[src/rtl/vga_sync_monitor.sv]
// VGA sync monitor: measures line/frame timing from raw syncs, tracks lock and recovers x/y.
// Build macro VGA_MON_EXPECT_EN additionally pins lock to EXP_H_TOTAL / EXP_V_TOTAL.
module vga_sync_monitor #(
    parameter int unsigned CNT_W       = 10,
    parameter int unsigned LOCK_FRAMES = 2,
    parameter int unsigned EXP_H_TOTAL = 800,
    parameter int unsigned EXP_V_TOTAL = 525
) (
    input  logic             clk,
    input  logic             n_rst,
    input  logic             pix_en,
    input  logic             h_sync,
    input  logic             v_sync,
    input  logic             n_blank,
    output logic [CNT_W-1:0] x,
    output logic [CNT_W-1:0] y,
    output logic             pix_valid,
    output logic [CNT_W-1:0] h_total,
    output logic [CNT_W-1:0] v_total,
    output logic             locked,
    output logic             timing_err,
    output logic             frame_start
);

    localparam int unsigned        MATCH_W = 4;
    localparam logic [CNT_W-1:0]   CNT_MAX = {CNT_W{1'b1}};
    localparam logic [CNT_W-1:0]   EXP_H   = CNT_W'(EXP_H_TOTAL);
    localparam logic [CNT_W-1:0]   EXP_V   = CNT_W'(EXP_V_TOTAL);
    localparam logic [MATCH_W-1:0] LOCK_N  = MATCH_W'(LOCK_FRAMES);
`ifdef VGA_MON_EXPECT_EN
    localparam logic EXP_EN = 1'b1;
`else
    localparam logic EXP_EN = 1'b0;
`endif

    typedef enum logic [1:0] {
        SEARCH = 2'd0,
        CHECK  = 2'd1,
        LOCKED = 2'd2
    } state_t;

    state_t             state_q, state_d;
    logic               h_prev_q, h_prev_d;
    logic               v_prev_q, v_prev_d;
    logic [CNT_W-1:0]   h_cnt_q, h_cnt_d;
    logic [CNT_W-1:0]   v_cnt_q, v_cnt_d;
    logic [CNT_W-1:0]   h_total_q, h_total_d;
    logic [CNT_W-1:0]   v_total_q, v_total_d;
    logic               line_ok_q, line_ok_d;
    logic [CNT_W-1:0]   x_cnt_q, x_cnt_d;
    logic [CNT_W-1:0]   y_cnt_q, y_cnt_d;
    logic               line_active_q, line_active_d;
    logic [CNT_W-1:0]   x_q, x_d;
    logic [CNT_W-1:0]   y_q, y_d;
    logic               pix_valid_q, pix_valid_d;
    logic [MATCH_W-1:0] match_cnt_q, match_cnt_d;
    logic [CNT_W-1:0]   ref_h_q, ref_h_d;
    logic [CNT_W-1:0]   ref_v_q, ref_v_d;
    logic               locked_q, locked_d;
    logic               timing_err_q, timing_err_d;
    logic               frame_start_q, frame_start_d;

    logic               hfall, vfall;
    logic [CNT_W-1:0]   h_tot_new, v_tot_new;
    logic               line_ok_new, exp_ok, frame_match;
    logic               h_bad, v_bad, sat_err;
    logic [MATCH_W-1:0] match_inc;

    function automatic logic [CNT_W-1:0] sat_inc(input logic [CNT_W-1:0] v);
        return (v == CNT_MAX) ? v : v + CNT_W'(1);
    endfunction

    // Next-state: line update first, then frame update, then lock decision on the combined view.
    always_comb begin
        hfall       = pix_en & h_prev_q & ~h_sync;
        vfall       = pix_en & v_prev_q & ~v_sync;
        h_tot_new   = hfall ? h_cnt_q : h_total_q;
        v_tot_new   = hfall ? sat_inc(v_cnt_q) : v_cnt_q;
        line_ok_new = line_ok_q & ~(hfall & (h_cnt_q != h_total_q));
        exp_ok      = ~EXP_EN | ((h_tot_new == EXP_H) & (v_tot_new == EXP_V));
        frame_match = line_ok_new & (h_tot_new == ref_h_q) & (v_tot_new == ref_v_q)
                    & (h_tot_new != '0) & (v_tot_new != '0) & exp_ok;
        h_bad       = hfall & ((h_cnt_q != ref_h_q) | (EXP_EN & (h_cnt_q != EXP_H)));
        v_bad       = vfall & ((v_tot_new != ref_v_q) | (EXP_EN & (v_tot_new != EXP_V)));
        match_inc   = match_cnt_q + MATCH_W'(1);
        sat_err     = 1'b0;

        state_d       = state_q;
        h_prev_d      = h_prev_q;
        v_prev_d      = v_prev_q;
        h_cnt_d       = h_cnt_q;
        v_cnt_d       = v_cnt_q;
        h_total_d     = h_total_q;
        v_total_d     = v_total_q;
        line_ok_d     = line_ok_q;
        x_cnt_d       = x_cnt_q;
        y_cnt_d       = y_cnt_q;
        line_active_d = line_active_q;
        x_d           = x_q;
        y_d           = y_q;
        pix_valid_d   = pix_valid_q;
        match_cnt_d   = match_cnt_q;
        ref_h_d       = ref_h_q;
        ref_v_d       = ref_v_q;
        timing_err_d  = 1'b0;
        frame_start_d = 1'b0;

        if (pix_en) begin
            h_prev_d = h_sync;
            v_prev_d = v_sync;

            h_cnt_d   = hfall ? CNT_W'(1) : sat_inc(h_cnt_q);
            h_total_d = h_tot_new;
            line_ok_d = line_ok_new;
            v_cnt_d   = v_tot_new;
            if (vfall) begin
                v_total_d     = v_tot_new;
                v_cnt_d       = '0;
                line_ok_d     = 1'b1;
                frame_start_d = 1'b1;
            end

            if (n_blank) begin
                x_d           = x_cnt_q;
                y_d           = y_cnt_q;
                pix_valid_d   = locked_q;
                x_cnt_d       = sat_inc(x_cnt_q);
                line_active_d = 1'b1;
            end else begin
                x_d         = CNT_MAX;
                y_d         = CNT_MAX;
                pix_valid_d = 1'b0;
            end
            if (hfall) begin
                x_cnt_d       = '0;
                line_active_d = 1'b0;
                if (line_active_q) begin
                    y_cnt_d = sat_inc(y_cnt_q);
                end
            end
            if (vfall) begin
                y_cnt_d = '0;
            end

            // A stuck h_sync shows up as the line counter pinning at its maximum.
            sat_err = (h_cnt_d == CNT_MAX);

            unique case (state_q)
                SEARCH: begin
                    if (vfall) begin
                        state_d     = CHECK;
                        match_cnt_d = '0;
                        ref_h_d     = '0;
                        ref_v_d     = '0;
                    end
                end
                CHECK: begin
                    if (sat_err) begin
                        state_d = SEARCH;
                    end else if (vfall) begin
                        if (frame_match) begin
                            match_cnt_d = match_inc;
                            if (match_inc == LOCK_N) begin
                                state_d = LOCKED;
                            end
                        end else begin
                            match_cnt_d = '0;
                            ref_h_d     = h_tot_new;
                            ref_v_d     = v_tot_new;
                        end
                    end
                end
                LOCKED: begin
                    if (sat_err || h_bad || v_bad) begin
                        timing_err_d = 1'b1;
                        state_d      = SEARCH;
                    end
                end
                default: state_d = SEARCH;
            endcase
        end

        locked_d = (state_d == LOCKED);
    end

    always_ff @(posedge clk or negedge n_rst) begin
        if (!n_rst) begin
            state_q       <= SEARCH;
            h_prev_q      <= 1'b1;
            v_prev_q      <= 1'b1;
            h_cnt_q       <= '0;
            v_cnt_q       <= '0;
            h_total_q     <= '0;
            v_total_q     <= '0;
            line_ok_q     <= 1'b0;
            x_cnt_q       <= '0;
            y_cnt_q       <= '0;
            line_active_q <= 1'b0;
            x_q           <= CNT_MAX;
            y_q           <= CNT_MAX;
            pix_valid_q   <= 1'b0;
            match_cnt_q   <= '0;
            ref_h_q       <= '0;
            ref_v_q       <= '0;
            locked_q      <= 1'b0;
            timing_err_q  <= 1'b0;
            frame_start_q <= 1'b0;
        end else begin
            state_q       <= state_d;
            h_prev_q      <= h_prev_d;
            v_prev_q      <= v_prev_d;
            h_cnt_q       <= h_cnt_d;
            v_cnt_q       <= v_cnt_d;
            h_total_q     <= h_total_d;
            v_total_q     <= v_total_d;
            line_ok_q     <= line_ok_d;
            x_cnt_q       <= x_cnt_d;
            y_cnt_q       <= y_cnt_d;
            line_active_q <= line_active_d;
            x_q           <= x_d;
            y_q           <= y_d;
            pix_valid_q   <= pix_valid_d;
            match_cnt_q   <= match_cnt_d;
            ref_h_q       <= ref_h_d;
            ref_v_q       <= ref_v_d;
            locked_q      <= locked_d;
            timing_err_q  <= timing_err_d;
            frame_start_q <= frame_start_d;
        end
    end

    assign x           = x_q;
    assign y           = y_q;
    assign pix_valid   = pix_valid_q;
    assign h_total     = h_total_q;
    assign v_total     = v_total_q;
    assign locked      = locked_q;
    assign timing_err  = timing_err_q;
    assign frame_start = frame_start_q;

endmodule

[config.mk]
export PLATFORM = sky130hd
export DESIGN_NAME = vga_sync_monitor
export DESIGN_NICKNAME = d
export VERILOG_FILES = /design/src/rtl/vga_sync_monitor.sv
export SDC_FILE = /design/constraint.sdc
export NUM_CORES = 1
export LEC_CHECK = 0
export BUFFER_PORTS_ARGS = -buffer_cell sky130_fd_sc_hd__buf_2
export CORE_MARGIN = 3
export CORE_UTILIZATION = 30
export DETAILED_ROUTE_END_ITERATION = 7
export GPL_ROUTABILITY_DRIVEN = 0
export PLACE_DENSITY = 0.45
export SYNTH_ARGS = -nofsm -noshare
export SYNTH_HDL_FRONTEND = slang
export SYNTH_SLANG_ARGS = --single-unit
[constraint.sdc]
create_clock -name clk -period 3.6 [get_ports clk]
set_clock_uncertainty 0.1 [all_clocks]
set_input_delay 0.54 -clock clk [delete_from_list [all_inputs] [get_ports clk]]
set_output_delay 0.54 -clock clk [all_outputs]
set_load 0.05 [all_outputs]
==> reports/metrics.csv, run 1 <==
metric,value,unit
status,"finished, violations left",
violations,hold timing,
ys_seq_area_frac,0.457,
die_y,151,µm
rsz0062_at_grt,false,
yosysWarnings,0,
m1WireLength,7900,µm
layout_setup_ws,373,ps
ys_seq_elements,114,
syn_inst,645,
cts_root_buffer,clkbuf_16,
max_slew_margin,0.642,
yosysTopAreaCell,dfrtp_1,
fin_cells,976,
first_global_vias,5173,
vias_per_cell,5.22,
pre_cts_ws,285,ps
drive_gt1_frac,0.218,
syn_area,6300,µm²
cts_max_level,4,
numPortBuffers,49,
fin_util,0.366,
wl_met3,908,µm
area_growth,18.8,%
async_flop_share,1.00,
p_per_area,621,nW/µm²
rrSetupSlack,370,ps
path_max_fanout,7,
tns,0,ps
setup_viol,0,
placed_cell_area,6880,µm²
top_layer,met4,
dp_hpwl,11900,µm
internal_power,2.96,mW
tightest_slew,533,ps
clock_sinks,114,
ios,50,
wl_met2,7820,µm
wl,16900,µm
power_leakage,3.24,nW
avgSynthCellArea,9.77,µm²
synth_top_area_share,0.366,
grt-ovfl-total,0,
detail-route-antenna-nets,0,
grt_pass1_wl,27600,µm
hold_viol_final,20,
cts_buffers,17,
dr.pass1.iters,4,
clkPwrFrac,0.368,
cts_resized,0,
clock_latency,430,ps
synthTopCellsByArea,"dfrtp_1 (37%), dfstp_2 (9.2%), xnor2_1 (4.2%), xor2_1 (3.5%), nand2_1 (3.4%)",
cts_max_path_buffers,2,
post-cts-setup-buffer-count,0,
layout_commonest_cell,dfrtp_1,
synth_ff_type,dfrtp_1,
switching_share,0.364,
arrival,3440,ps
max-vdd-ir-drop,0.405,mV
final_max_slew_viol_count,0,
total_power,4.65,mW
finalCritPeriodShare,0.896,
die_x,151,µm
hold_buffers,0,
grt_antenna_before_repair,0,
hold_class,in2async,
final-seq-area,2880,µm²
synth.distinct_cells,70,
r2r-start,v_cnt_q[0],
path_clk_slew,60,ps
ff2ff_path_depth,10,
cp-end-kind,flop,
post_drt_wl_per_cell,17.3,µm
core,20400,µm²
post-route-min-period,3230,ps
path_class,reg2reg,
seqPwrFrac,0.378,
rr_endpoint,state_q[0],
drt_iter0_markers,326,
num_rows,52,
fmax,310,MHz
grtUsageTotal,0.155,
drv_cap,0,
crit_required,3810,ps
post-route-drc-count,0,
pwr-share-comb,0.253,
final_area,7480,µm²
syn-num-nets,657,
synth_enable_flop_cells,0,
fillCellCount,2101,
place_inst,944,
grt_max_degree,52,
vias,5093,
cts_tree,done,
fin_nets,705,
whs,-17.6,ps
n_antenna_cell,0,
layout_common_cells,"dfrtp_1 (92), nand2_1 (57), buf_2 (48), inv_1 (41), nor2_1 (38)",
switchingPower,1.69,mW
multi_input_area,3030,µm²
startpoint_type,flop,
dieArea,22800,µm²
start_util,0.308,
## routing by layer
| layer | vias up | global-route usage |
|---|---|---|
| li1 | 2436 | - |
| met2 | 152 | 0.240 |
| met1 | 2484 | 0.211 |
| met4 | 0 | 0.0512 |
| met3 | 21 | 0.0428 |
| met5 | - | 0 |
## cell families (layout without fill, tap and decap cells)
group / after synthesis / count (layout) / synth area share
compound gates: 155 / 155 / 0.180
buf+inv: 87 / 148 / 0.0614
simple gates: 207 / 207 / 0.179
fa+ha+maj: 7 / 7 / 0.0135
flops: 114 / 114 / 0.457
mux: 20 / 20 / 0.0330
xor+xnor: 55 / 55 / 0.0765
## worst max path at each step
stage,startpoint,to,cells past startpoint
6_report,v_cnt_q[0],state_q[0],10
5_1_grt,v_cnt_q[0],state_q[0],10
4_1_cts,v_cnt_q[0],state_q[0],10
3_5_place_dp,pix_en,ref_h_q[7],9
3_3_place_gp,v_cnt_q[0],state_q[0],10
2_1_floorplan,v_cnt_q[0],ref_h_q[1],11
## power by group through the flow
stage | combinational (mW) | clock, mW | sequential [mW]
after floorplan | 0.704 | 0 | 1.90
after detailed placement | 1.18 | 0 | 1.78
after global placement | 1.17 | 0 | 1.78
after global routing | 1.29 | 1.82 | 1.79
final | 1.18 | 1.71 | 1.76
after CTS | 1.18 | 1.76 | 1.76
## final cells by class
cell class / count / share of cell area
Tap cell: 270 / 0.0451
Clock buffer: 17 / 0.0568
Sequential cell: 114 / 0.385
Timing Repair Buffer: 75 / 0.0642
Inverter: 41 / 0.0206
Clock inverter: 15 / 0.0234
Multi-Input combinational cell: 444 / 0.405
## sequential cells by signal, summed over array words and instances, names as in the netlist, 2 cells and up
name         cells
y_cnt_q         10
h_total         10
v_total         10
ref_h_q         10
ref_v_q         10
v_cnt_q         10
x               10
match_cnt_q      4
state_q          2
y               10
h_cnt_q         10
x_cnt_q         10
## critical path, stage by stage, from the launching register on
cell and delay [ps]:
dfrtp_1 480, ha_1 290, and2_1 300, a31oi_2 190
xnor2_1 480, xnor2_1 180, nand3_1 160, nor4b_4 350
buf_4 200, nand3_1 70, a221o_1 320
## synthesized netlist by cell type, types with 3 or more instances
master,n
a211oi_1,6
o32ai_1,20
o21ai_0,28
and2_1,6
a221o_1,3
clkbuf_1,22
inv_1,41
dfrtp_1,92
o22ai_1,3
o2bb2ai_1,7
buf_6,5
a31oi_1,8
nand2_1,57
buf_2,14
nor3_1,11
nand2b_1,5
o22a_1,19
and4_1,4
a2111oi_0,3
ha_1,6
or2_2,4
mux2_2,6
xor2_1,25
o2111ai_1,3
mux2i_1,14
xnor2_1,30
buf_1,3
a21oi_1,29
nor2b_1,4
nor2_1,38
dfstp_2,22
nand4_1,15
nand3_1,24
nor4_1,13
and3_1,10
o211ai_1,4
No activity file was read; power rests on OpenSTA's default activity.
==> inputs of run 2 (changes only) <==
Settings changed: CORE_UTILIZATION 30 to 55, PLACE_DENSITY 0.45 to 0.73.
Clock period 3.6 ns to 4.1 ns, I/O delays scaled along.
==> run 2 against run 1 <==
The flow now finishes without violations; sequential share of layout area is 1.6 points higher; worst hold slack better by 160 ps; non-clock buffer count is 15 lower; via count is 2.4% higher; critical path depth is 1 lower; global-route usage is 9.3 points higher; clock power is 12% lower; core utilization is 29 points higher; design area is 3.9% lower; maximum frequency is 8.4% lower; register-to-register slack better by 200 ps; final cell count is 15% lower; critical path type unchanged; highest routed layer unchanged.
==> reports/metrics.csv, run 2 (synthesis gave the netlist of run 1 again) <==
metric,value,unit
crit_cells,9,
ff2ff_path_depth,9,
drt_iter0_markers,490,
fillCellCount,882,
layout_common_cells,"dfrtp_1 (92), nand2_1 (57), buf_2 (48), inv_1 (41), nor2_1 (38)",
crit_required,4260,ps
grt_max_degree,61,
fmax,284,MHz
whs,144,ps
cp_cell_sequence,ha_1 -> and2_1 -> a31oi_2 -> xnor2_1 -> xnor2_1 -> nand3_1 -> nor4b_4 -> and2_4 -> o32ai_1,
n_antenna_cell,0,
layout_setup_ws,577,ps
post-route-drc-count,0,
post-route-min-period,3520,ps
top_layer,met4,
rsz0062_at_grt,false,
detail-route-antenna-nets,0,
dp_hpwl,10100,µm
placed_cell_area,6580,µm²
tns,0,ps
die_y,113,µm
numPortBuffers,49,
die_x,113,µm
wl,15100,µm
wl_met2,7060,µm
startpoint_type,flop,
final_max_slew_viol_count,0,
clock_latency,420,ps
cts_buffers,17,
first_global_vias,4963,
cts_resized,0,
path_class,reg2reg,
crit_family,simple AND/OR/NAND/NOR gates,
finalCritPeriodShare,0.859,
grtUsageTotal,0.249,
start_util,0.571,
num_rows,38,
hold_buffers,0,
cp_common_cell,xnor2_1,
fin_nets,690,
status,finished clean,
slowest_stage,nor4b_4,
drv_cap,0,
core,11000,µm²
cts_tree,done,
m1WireLength,6500,µm
power_leakage,3.16,nW
grt_antenna_before_repair,0,
critical_path_buf_inv_count,0,
hold_viol_final,0,
cts_max_path_buffers,2,
area_growth,14.2,%
drive_gt1_frac,0.201,
cp-end-kind,flop,
post_drt_wl_per_cell,18.1,µm
dr.pass1.iters,5,
path_max_fanout,21,
cts_root_buffer,clkbuf_16,
pre_cts_ws,660,ps
wl_met3,1090,µm
max-vdd-ir-drop,0.435,mV
setup_viol,0,
clock_sinks,114,
vias_per_cell,6.28,
ios,50,
path_clk_slew,60,ps
dieArea,12800,µm²
max_slew_margin,0.491,
hold_class,in2async,
slowest_delay,550,ps
post-cts-setup-buffer-count,0,
tightest_slew,761,ps
arrival,3690,ps
cts_max_level,4,
grt_pass1_wl,25300,µm
layout_commonest_cell,dfrtp_1,
p_per_area,562,nW/µm²
final_area,7190,µm²
grt-ovfl-total,0,
vias,5217,
run 2: cell count changes in the layout (fill, tap and decap cells not counted), sizes merged:
cell      delta
buf         -15
bufinv       +1
clkinv       +1
clkinvlp     +1
inv          -3
run 2: per-stage QoR:
stage                     cells   util  power [mW]
after floorplan             645      -        2.29
after global placement      799  0.597        2.50
after detailed placement    799  0.597        2.53
after CTS                   831  0.652        4.06
after global routing        831  0.652        4.25
final                       831  0.652        4.04
run 2: report_power, final:
group | leakage (nW) | total, mW | switching [mW] | internal, mW
Sequential | 1.47 | 1.54 | 0.245 | 1.30
Combinational | 1.40 | 0.986 | 0.629 | 0.357
Clock | 0.290 | 1.51 | 0.550 | 0.960
Total | 3.16 | 4.04 | 1.42 | 2.62
run 2: cell type report:
| type | count | area, µm² | share of cell area |
|---|---|---|---|
| Sequential cell | 114 | 2880 | 0.400 |
| Timing Repair Buffer | 60 | 343 | 0.0477 |
| Clock inverter | 15 | 184 | 0.0256 |
| Inverter | 41 | 154 | 0.0214 |
| Clock buffer | 17 | 425 | 0.0591 |
| Tap cell | 140 | 175 | 0.0244 |
| Multi-Input combinational cell | 444 | 3030 | 0.421 |
run 2: worst paths after layout:
check,to,slack [ps],from
min in group clk,x[8],290,n_blank
max reg2reg,ref_v_q[3],580,v_cnt_q[1]
min,h_total[3],140,n_rst
min reg2reg,v_total[5],370,v_total[5]
max in group asynchronous,y[4],2960,n_rst
max,ref_v_q[3],580,v_cnt_q[1]
run 2: routing by layer:
metal | vias up | global-route usage
met5 | - | 0
met4 | 0 | 0.116
met3 | 40 | 0.0631
met2 | 233 | 0.368
met1 | 2531 | 0.344
li1 | 2413 | -
==> inputs of run 3 (changes only) <==
Settings changed: CORE_UTILIZATION 55 to 65, PLACE_DENSITY 0.73 to default, PLACE_DENSITY_LB_ADDON from default to 0.15.
==> run 3 against run 2 <==
Register-to-register slack worse by 70 ps; largest cell class unchanged; sequential power about the same; sequential share of layout area increased by 0.34 points; largest power group unchanged; routed wire length is 1.1% higher; highest routed layer unchanged; critical path type unchanged.
==> reports/metrics.csv, run 3 (synthesis gave the netlist of run 1 again) <==
metric,value,unit
status,finished clean,
cts_max_path_buffers,2,
drt_iter0_markers,509,
die_x,104,µm
first_global_vias,5106,
fmax,278,MHz
grt_max_degree,62,
final_area,7130,µm²
n_antenna_cell,0,
vias_per_cell,6.45,
hold_viol_final,0,
startpoint_type,flop,
path_class,reg2reg,
whs,34.9,ps
cp-end-kind,flop,
grt-ovfl-total,0,
grt_antenna_before_repair,0,
start_util,0.675,
numPortBuffers,49,
cts_buffers,17,
max-vdd-ir-drop,0.328,mV
post_drt_wl_per_cell,18.7,µm
grtUsageTotal,0.286,
power_leakage,3.14,nW
cp_cell_sequence,ha_1 -> and2_1 -> o211ai_1 -> o22ai_1 -> mux2_2 -> nand4_1 -> nor4b_4 -> a21oi_1 -> buf_4 -> o32ai_1,
max_slew_margin,0.489,
die_y,104,µm
crit_family,simple AND/OR/NAND/NOR gates,
vias,5266,
final_max_slew_viol_count,0,
clock_sinks,114,
detail-route-antenna-nets,0,
post-route-drc-count,0,
dr.pass1.iters,5,
cts_max_level,4,
p_per_area,564,nW/µm²
area_growth,13.2,%
layout_commonest_cell,dfrtp_1,
ios,50,
crit_required,4400,ps
post-cts-setup-buffer-count,0,
placed_cell_area,6540,µm²
hold_class,in2async,
tns,0,ps
setup_viol,0,
post-route-min-period,3590,ps
cts_tree,done,
slowest_delay,580,ps
slowest_stage,nor4b_4,
grt_pass1_wl,25300,µm
layout_common_cells,"dfrtp_1 (92), nand2_1 (57), buf_2 (48), inv_1 (41), nor2_1 (38)",
final-seq-area,2880,µm²
clock_latency,520,ps
dp_hpwl,9990,µm
cts_resized,0,
drive_gt1_frac,0.195,
wl,15200,µm
num_rows,35,
arrival,3890,ps
multi_input_area,3030,µm²
fillCellCount,651,
rsz0062_at_grt,false,
tightest_slew,765,ps
cts_root_buffer,clkbuf_8,
fin_nets,686,
critical_path_buf_inv_count,1,
drv_cap,0,
dieArea,10900,µm²
hold_buffers,0,
path_clk_slew,60,ps
path_max_fanout,16,
core,9330,µm²
finalCritPeriodShare,0.876,
run 3: cell count changes in the layout (fill, tap and decap cells not counted), sizes merged:
cell	before	now
buf	60	56
clkinvlp	3	4
clkbuf	17	19
inv	44	41
run 3: worst paths after layout:
check                           startpoint          to  slack [ps]  depth (start not counted)
worst max-delay path            v_cnt_q[1]  ref_v_q[9]         510                         10
worst min-delay path                 n_rst  h_total[2]          30                          1
worst max register to register  v_cnt_q[1]  ref_v_q[9]         510                         10
worst min register to register  v_total[8]  v_total[8]         370                          2
max in group asynchronous            n_rst        y[8]        3060                          2
min in group clk                   n_blank        x[8]         210                          2
run 3: where the power goes:
| part | switching, mW | leakage, nW | internal, mW | total, mW |
|---|---|---|---|---|
| Combinational | 0.649 | 1.38 | 0.356 | 1.00 |
| Sequential | 0.249 | 1.47 | 1.30 | 1.55 |
| Clock | 0.530 | 0.280 | 0.939 | 1.47 |
run 3: worst reg2reg max path: stages (launching register included):
cell and delay [ps]:
dfrtp_1 540, ha_1 310, and2_1 310, o211ai_1 170, o22ai_1 360, mux2_2 240, nand4_1 170, nor4b_4 580
a21oi_1 270, buf_4 280, o32ai_1 160
run 3: per-layer routing:
| metal | GRT usage | share of wire |
|---|---|---|
| met1 | 0.382 | 0.42 |
| met2 | 0.443 | 0.48 |
| met3 | 0.0621 | 0.072 |
| met4 | 0.137 | 0.025 |
| met5 | 0 | 0 |
run 3: layout make-up:
class	count	area share
Timing Repair Buffer	56	0.0439
Tap cell	129	0.0226
Inverter	41	0.0216
Multi-Input combinational cell	444	0.425
Clock buffer	19	0.0605
Sequential cell	114	0.404
Clock inverter	13	0.0226
run 3: per-stage QoR:
stage               power (mW)  setup slack (ps)  instances   util
floorplan                 2.29              1200        645      -
global placement          2.50               591        784  0.701
detailed placement        2.53               450        784  0.701
CTS                       4.03               663        816  0.765
global route              4.20               359        816  0.765
finish                    4.02               508        816  0.765
